--- src/rtl/kp_pkg.sv ---
// Shared types and constants for the 4x4 keypad scanner.
package kp_pkg;

    typedef enum logic [1:0] {SCAN, DEBOUNCE, PRESSED} kp_state_t;

    localparam int NUM_COLS = 4;
    localparam int NUM_ROWS = 4;
    localparam logic [3:0] ROW_IDLE = 4'hF;

    // Lowest-numbered row that is pulled low; only meaningful when rows != ROW_IDLE.
    function automatic logic [1:0] first_low(input logic [3:0] rows);
        logic [1:0] idx;
        idx = 2'd0;
        for (int i = NUM_ROWS - 1; i >= 0; i--) begin
            if (!rows[i]) idx = 2'(i);
        end
        return idx;
    endfunction

endpackage

--- src/rtl/mod_m_counter.sv ---
// Free-running modulo-M counter; max_tick is high for one clk every M clocks.
module mod_m_counter #(
    parameter int M = 10,
    parameter int N = (M > 1) ? $clog2(M) : 1
) (
    input  logic clk,
    input  logic rst,
    output logic max_tick
);

    logic [N-1:0] count;

    always_ff @(posedge clk or posedge rst) begin
        if (rst)
            count <= '0;
        else if (count == N'(M - 1))
            count <= '0;
        else
            count <= count + N'(1);
    end

    assign max_tick = (count == N'(M - 1));

endmodule

--- src/rtl/keypad_scan_driver.sv ---
// 4x4 matrix keypad scanner: strobes active-low columns, debounces press and
// release on scan ticks, and reports the first detected key with a valid pulse.
//
// state    | meaning
// SCAN     | stepping columns one per tick, looking for any low row
// DEBOUNCE | column frozen, counting stable low ticks on the captured row
// PRESSED  | key accepted and held, counting idle ticks until release
module keypad_scan_driver
    import kp_pkg::*;
#(
    parameter int SCAN_DIV  = 200_000,
    parameter int DEB_TICKS = 5
) (
    input  logic       clk,
    input  logic       rst,
    input  logic [3:0] row,
    output logic [3:0] col,
    output logic [3:0] key_code,
    output logic       key_valid,
    output logic       key_held
);

    localparam logic [3:0] DEB_LAST = 4'(DEB_TICKS);

    logic       tick;
    logic [3:0] row_m, row_s;

    kp_state_t  state, state_next;
    logic [1:0] col_idx, col_idx_next;
    logic [1:0] row_idx, row_idx_next;
    logic [3:0] cnt, cnt_next, cnt_inc;
    logic [3:0] col_next;
    logic [3:0] key_code_next;
    logic       key_valid_next;
    logic       key_held_next;

    mod_m_counter #(.M(SCAN_DIV)) u_tick (
        .clk      (clk),
        .rst      (rst),
        .max_tick (tick)
    );

    // rows are pulled up, so the synchroniser idles at all-ones
    always_ff @(posedge clk or posedge rst) begin
        if (rst) begin
            row_m <= ROW_IDLE;
            row_s <= ROW_IDLE;
        end else begin
            row_m <= row;
            row_s <= row_m;
        end
    end

    always_ff @(posedge clk or posedge rst) begin
        if (rst) begin
            state     <= SCAN;
            col_idx   <= 2'd0;
            row_idx   <= 2'd0;
            cnt       <= 4'd0;
            col       <= 4'b1110;
            key_code  <= 4'd0;
            key_valid <= 1'b0;
            key_held  <= 1'b0;
        end else begin
            state     <= state_next;
            col_idx   <= col_idx_next;
            row_idx   <= row_idx_next;
            cnt       <= cnt_next;
            col       <= col_next;
            key_code  <= key_code_next;
            key_valid <= key_valid_next;
            key_held  <= key_held_next;
        end
    end

    always_comb begin
        state_next     = state;
        col_idx_next   = col_idx;
        row_idx_next   = row_idx;
        cnt_next       = cnt;
        key_code_next  = key_code;
        key_valid_next = 1'b0;
        key_held_next  = key_held;
        cnt_inc        = cnt + 4'd1;

        if (tick) begin
            case (state)
                SCAN: begin
                    if (row_s == ROW_IDLE) begin
                        col_idx_next = col_idx + 2'd1;
                    end else begin
                        row_idx_next = first_low(row_s);
                        if (DEB_LAST == 4'd1) begin
                            state_next     = PRESSED;
                            key_code_next  = {row_idx_next, col_idx};
                            key_valid_next = 1'b1;
                            key_held_next  = 1'b1;
                            cnt_next       = 4'd0;
                        end else begin
                            state_next = DEBOUNCE;
                            cnt_next   = 4'd1;
                        end
                    end
                end
                DEBOUNCE: begin
                    if (!row_s[row_idx]) begin
                        if (cnt_inc == DEB_LAST) begin
                            state_next     = PRESSED;
                            key_code_next  = {row_idx, col_idx};
                            key_valid_next = 1'b1;
                            key_held_next  = 1'b1;
                            cnt_next       = 4'd0;
                        end else begin
                            cnt_next = cnt_inc;
                        end
                    end else begin
                        state_next   = SCAN;
                        cnt_next     = 4'd0;
                        col_idx_next = col_idx + 2'd1;
                    end
                end
                PRESSED: begin
                    // any low row, including a second key, restarts the release count
                    if (row_s == ROW_IDLE) begin
                        if (cnt_inc == DEB_LAST) begin
                            state_next    = SCAN;
                            key_held_next = 1'b0;
                            col_idx_next  = col_idx + 2'd1;
                            cnt_next      = 4'd0;
                        end else begin
                            cnt_next = cnt_inc;
                        end
                    end else begin
                        cnt_next = 4'd0;
                    end
                end
                default: begin
                    state_next   = SCAN;
                    col_idx_next = 2'd0;
                    cnt_next     = 4'd0;
                end
            endcase
        end

        col_next = ~(4'b0001 << col_idx_next);
    end

endmodule

--- config.mk ---
export PLATFORM = sky130hd
export DESIGN_NAME = keypad_scan_driver
export DESIGN_NICKNAME = d
export VERILOG_FILES = /design/src/rtl/kp_pkg.sv /design/src/rtl/mod_m_counter.sv /design/src/rtl/keypad_scan_driver.sv
export SDC_FILE = /design/constraint.sdc
export NUM_CORES = 1
export LEC_CHECK = 0
export CORE_MARGIN = 3
export CORE_UTILIZATION = 40
export CTS_BUF_LIST = sky130_fd_sc_hd__clkbuf_16
export CTS_CLUSTER_SIZE = 25
export DETAILED_ROUTE_END_ITERATION = 10
export SYNTH_ARGS = -nofsm -noshare
export SYNTH_HDL_FRONTEND = slang
export SYNTH_SLANG_ARGS = --single-unit
--- constraint.sdc ---
create_clock -name clk -period 2.1 [get_ports clk]
set_input_delay 0.315 -clock clk [delete_from_list [all_inputs] [get_ports clk]]
set_output_delay 0.315 -clock clk [all_outputs]
set_load 0.03 [all_outputs]
==> impl_results.md, run 1 <==
* Synth Register Bits at 46
* Wire length per cell at between 10 and 15 µm
* Antenna violations before repair at 0
* Routed via count at 1522
* H-Tree Depth at 2
* Most common flop cell mapped by yosys: dfrtp_1
* CTS tree: yes
* Final period utilization at 0.991
* Final setup violation count at 0
* Final Hold Vio Count at 0
* Iter 0 DRT Violations at just over 90
* Final ANT Viol Nets at 0
* Clk_skew at 0.00697 ns
* Unrepaired setup endpoints after global routing: true
* Worst Path Required at 2.27 ns
* Critical path class: reg2reg
* Clk buf depth at 2
* Synth area leaders: dfrtp_1, dfstp_2, nand2_1, xor2_1, and3_1
* CP Cell Sequence: mux4_2 > or3_1 > or3_4 > mux2_4
* GRT Total Usage at 0.142
* Post-synth top cells: dfrtp_1, nand2_1, nor2_1
* Clock Root Buffer: clkbuf_16
* Mux cell area share after synthesis at 0.0390
* Final Max Slew Viols at 0
* Largest stage delay on the critical path at 0.51 ns
* Maxcap violations at 0
* Die Y at 78.2 µm
* Crit path max fanout at 5
* CP arrival at 2.25 ns
* TNS Setup at 0 ns
* Post-Synth XOR/XNOR Area at 0.0631
* Slowest library cell on the worst path: mux4_2
* Post-DP HPWL at approximately 2.8 mm
* Synth cell types at 39
* Mean area per synthesized cell at about 11 µm²
* Gpl congestion at 0.766
* Clock Sinks at 46
* Worst VDD drop at 0.000462 V
* Largest family of logic cells by synthesized area: simple AND/OR/NAND/NOR gates
* Syn-to-layout area delta at 28.3%
* Post-synth EDFFs at 0
* Max Clock Freq at slightly below 0.5 GHz
* Clock Pin Slew Worst Setup and Hold Paths at 0.06 ns
* Num CTS Buffers at 5
* Status: completed
* Die W at roughly 78 µm
* Slew @ Worst Pin at 0.544 ns
* Layout Utilization at 0.548
* Most common cell in the synthesized netlist: dfrtp_1
* Synth top area share at 0.420
* Async set or reset register ratio after synthesis at 1.00
* Gr ovfl total at 0
* Initial Util at 0.427
* Startpoint Class: register
* Final min period at 2.08 ns
* Synth warn at 0
* Final nets at 245
* Drc violations at 0
* Adder-cell share of the synthesized area at 0.0180
* Site Rows at 25
* First-pass GRT wire length at 7.02 mm
* Synth Area in Simple Gates at 0.213
* # IOs at 16
* Yosys top cell by area: dfrtp_1
* Via density at 5.01
* Detailed-route wire length at 3.83 mm
* Crit. End Element: register
* Post-Syn Nets at 204
* Post-synthesis sequential area ratio at 0.559
* Slew margin rel. at 0.637
* Antenna cells at 0
* Number of global-route vias before repair at 1493
* Mapped Cells at 195
* Core ar. at 4880 µm²
* Drt pass-1 iters at 4
* # port buffers at 15
* Layout cell share with drive strength beyond 1 at 0.245
* Largest net degree at the start of global routing at 47
* Clk_lat worst skew at 0.28 ns
* Mapped cell area at 2080 µm²
* Pwr/cell area at about 680 nW/µm²
* HP Class: reg2reg
* Die area at 6110 µm²
* P_leak at 1.27 nW
* Synth Area in Compound Gates at 0.0805
==> worst max-delay path: cells and delay by family, from the launching register on <==
family | cells | cell delay, ns
DFF | 1 | 0.36
muxes | 2 | 0.82
and+or+nand+nor | 2 | 0.78
==> layout by cell type (no fill, tap or decap), types with 3 or more instances in the layout <==
| cell | instances |
|---|---|
| dfrtp_1 | 35 |
| nand2_1 | 26 |
| buf_4 | 24 |
| clkdlybuf4s50_1 | 15 |
| nor2_1 | 13 |
| dfstp_2 | 11 |
| xor2_1 | 10 |
| a21oi_1 | 9 |
| nand3_1 | 9 |
| o21ai_0 | 8 |
| and3_1 | 8 |
| inv_1 | 7 |
| nor3_1 | 5 |
| xnor2_1 | 5 |
| clkbuf_16 | 5 |
| nor2b_1 | 3 |
| nand2b_1 | 3 |
| a31oi_1 | 3 |
| mux2_4 | 3 |
==> path summary, 6_finish.rpt <==
| kind | slack, ns | cells past startpoint | to | startpoint |
|---|---|---|---|---|
| worst max-delay path | 0.02 | 4 | key_code[0] | row_idx[0] |
| worst min-delay path | 0.36 | 0 | row_s[0] | row_m[0] |
| worst max register to register | 0.02 | 4 | key_code[0] | row_idx[0] |
| worst min register to register | 0.36 | 0 | row_s[0] | row_m[0] |
| max in group asynchronous | 1.25 | 3 | col[3] | rst |
| min in group asynchronous | 0.47 | 3 | row_idx[0] | rst |
==> flip-flops by register name, indices dropped and copies added, names as in the netlist <==
name and flops:
u_tick.count 18, cnt 4, col 4, key_code 4
row_m 4, row_s 4, col_idx 2, row_idx 2
state 2, key_held 1, key_valid 1
==> final cells by class <==
class | instances | area (µm²)
inverters | 8 | 30.0
multi-input cells | 136 | 896
repair buffers | 39 | 330
fillers | 438 | 2210
clock buffers | 5 | 125
well taps | 67 | 83.8
flip-flops and latches | 46 | 1160
clock inverters | 3 | 43.8
==> stage by stage <==
step	total power (W)	worst slack, ns	instance area, µm²	hold slack [ns]	std cells
after global routing	0.00191	-0.0374	2670	0.364	304
after detailed placement	0.000963	-0.0922	2470	0.347	295
after floorplan	0.000940	-0.0738	2100	0.319	195
final	0.00183	0.0186	2670	0.356	304
after CTS	0.00186	0.00806	2650	0.357	303
after global placement	0.000961	-0.0285	2470	0.346	295
==> power by group <==
part           internal, W  switching, W
logic            0.0000174     0.0000237
clock network     0.000563      0.000319
registers         0.000901    0.00000377
total              0.00148      0.000347
==> cells by family after synthesis <==
family / Yosys count
muxes: 5
adders and majority gates: 3
AOI/OAI and AO/OA: 29
buffers and inverters: 13
xor gates and xnor gates: 15
and+or+nand+nor: 84
DFF: 46
==> timing repair <==
item / CTS / global route
hold buffers: 0 / 0
cloned: 0 / 0
hold endpoints to repair: 0 / 0
endpoints found under the setup margin: 5 / 11
gates resized for setup: 2 / 5
pin swaps: 1 / 1
buffers inserted: 0 / 1
==> per-layer routing <==
layer,track usage,vias to the layer above,routed length (µm),share of wire
met5,0,-,0,0
met4,0.0367,0,30,0.0078
met3,0.0378,2,95,0.025
met2,0.227,22,1920,0.50
met1,0.192,751,1790,0.47
li1,-,747,-,-
(Power assumes the default switching activity.)
==> inputs of run 2 (changes only) <==
CTS_CLUSTER_SIZE = default   (was 25)
==> results of run 2 <==
No change in the layout: final DEF, timing and power equal those of run 1.
==> inputs of run 3 (changes only) <==
CAP_MARGIN = 20   (was default)
TNS_END_PERCENT = 50   (was default)
==> run 3 against run 2 <==
Net effect: critical path depth did not move; setup slack barely moved; via count fell by 0.26%; total power barely moved; clock skew barely moved; critical path type unchanged; die area did not move; largest power group unchanged; register-to-register slack barely moved.
==> impl_results.md, run 3 (synthesized netlist as in run 1, its figures left out) <==
* # port buffers at 15 (unchanged)
* Number of global-route vias before repair at 1493 (unchanged)
* Antenna cells at 0 (unchanged)
* P_leak at 1.27 nW (-0.17%)
* FF/Latch Area at 1160 µm² (unchanged)
* Num CTS Buffers at 5 (unchanged)
* Die Y at 78.2 µm (unchanged)
* Status: completed
* Maxcap violations at 0 (unchanged)
* Antenna violations before repair at 0 (unchanged)
* Crit. End Element: register
* Final min period at 2.08 ns (+0.0000883 ns)
* Wire length per cell at 12.6 µm (+0.10%)
* Hold_ws at 0.356 ns (unchanged)
* Hold-fix buffers, CTS at 0 (unchanged)
* H-Tree Depth at 2 (unchanged)
* Largest register FFs at 18 (unchanged)
* Initial Util at 0.427 (unchanged)
* Gr ovfl total at 0 (unchanged)
* Syn-to-layout area delta at 28.2%
* First-pass GRT wire length at 7.02 mm (unchanged)
* Final nets at 245 (unchanged)
* Worst VDD drop at 0.000462 V (about the same)
* Final period utilization at 0.991 (about the same)
* Core ar. at 4880 µm² (unchanged)
* CTS tree: yes
* Die area at 6110 µm² (unchanged)
* Most flops, register: u_tick.count
* Detailed-route wire length at 3.84 mm (+0.10%)
* Drt pass-1 iters at 4 (unchanged)
* Most frequent cells in the layout: dfrtp_1, nand2_1, buf_4, clkdlybuf4s50_1, nor2_1
* Iter 0 DRT Violations at 92 (-1.1%)
* Clock Sinks at 46 (unchanged)
* Final ANT Viol Nets at 0 (unchanged)
* Critical path class: reg2reg
* HP Class: reg2reg
* Max Clock Freq at 0.480 GHz (about the same)
* Clk buf depth at 2 (unchanged)
* GRT Total Usage at 0.142 (unchanged)
* Routed via count at 1518 (-0.26%)
* Area of the multi-input gates at 892 µm² (-0.42%)
* Post-Place Setup Slack at -0.0922 ns (unchanged)
* Slew margin rel. at 0.637 (about the same)
* Drc violations at 0 (unchanged)
* Final worst slack at 0.0185 ns (-0.0000883 ns)
* # IOs at 16 (unchanged)
* Clk_skew at 0.00698 ns (+0.0000116 ns)
* Final setup violation count at 0 (unchanged)
* Layout cell share with drive strength beyond 1 at 0.241 (-0.00422)
* Worst Path Required at 2.27 ns (about the same)
* Final Hold Vio Count at 0 (unchanged)
* Fill cells at 438 (unchanged)
* Clk_lat worst skew at 0.28 ns (about the same)
* Largest net degree at the start of global routing at 47 (unchanged)
* Startpoint Class: register
* Slew @ Worst Pin at 0.544 ns (-0.000134 ns)
* Site Rows at 25 (unchanged)
* Clock Root Buffer: clkbuf_16
* Post-DP HPWL at 2.76 mm (unchanged)
* Via density at 4.99 (-0.26%)
* Gpl congestion at 0.766 (unchanged)
* Pwr/cell area at 684 nW/µm² (+0.13%)
* CP arrival at 2.25 ns (about the same)
* Die W at 78.2 µm (unchanged)
* Unrepaired setup endpoints after global routing: true
* Final Max Slew Viols at 0 (unchanged)
* Clock Pin Slew Worst Setup and Hold Paths at 0.06 ns (about the same)
* Crit path max fanout at 5 (unchanged)
* Commonest non-fill, non-tap cell in the layout: dfrtp_1
==> run 3: cell count changes in the layout (fill, tap and decap cells not counted) <==
cell and change:
o21ai_2 -1, o21ai_1 +1
==> run 3: metrics by stage <==
stage	instances	area [µm²]	setup TNS, ns	power (W)	utilization
after floorplan	195	2100	-0.222	0.000940	-
after global placement	295	2470	-0.0846	0.000961	0.506
after detailed placement	295	2470	-0.357	0.000963	0.506
after CTS	303	2650	0	0.00186	0.542
after global routing	304	2670	-0.142	0.00191	0.547
final	304	2670	0	0.00183	0.547
==> run 3: repair_timing <==
item                       CTS  global route
pin swaps                    1             1
gates resized for setup      2             4
setup buffers                0             1
setup endpoints to repair    5            11
==> run 3: per-layer routing <==
metal	track usage	vias up	share of wire
li1	-	747	-
met1	0.192	747	0.47
met4	0.0367	0	0.0078
met5	0	-	0
met3	0.0378	2	0.025
met2	0.227	22	0.50
==> run 3: power by group <==
group,switching [W],total [W],leakage (nW),internal [W]
logic,0.0000237,0.0000411,0.594,0.0000174
clock network,0.000319,0.000882,0.0842,0.000563
registers,0.00000377,0.000904,0.590,0.000901
total,0.000347,0.00183,1.27,0.00148
==> run 3: path summary, 6_finish.rpt <==
check	from	end	slack (ns)	depth (start not counted)
hold / removal	row_m[0]	row_s[0]	0.36	0
max in group asynchronous	rst	col[3]	1.25	3
hold reg to reg	row_m[0]	row_s[0]	0.36	0
min in group asynchronous	rst	row_idx[0]	0.47	3
setup reg to reg	row_idx[0]	key_code[0]	0.02	4
setup / recovery	row_idx[0]	key_code[0]	0.02	4
==> run 3: critical path: stages, from the launching register on <==
cell	delay, ns
dfrtp_1	0.36
mux4_2	0.51
or3_1	0.34
or3_4	0.44
mux2_4	0.31
==> run 3: final cells by class <==
cell class / instances / area share
clock buffers: 5 / 0.0469
clock inverters: 3 / 0.0164
well taps: 67 / 0.0314
repair buffers: 39 / 0.124
inverters: 8 / 0.0112
flip-flops and latches: 46 / 0.436
multi-input cells: 136 / 0.334
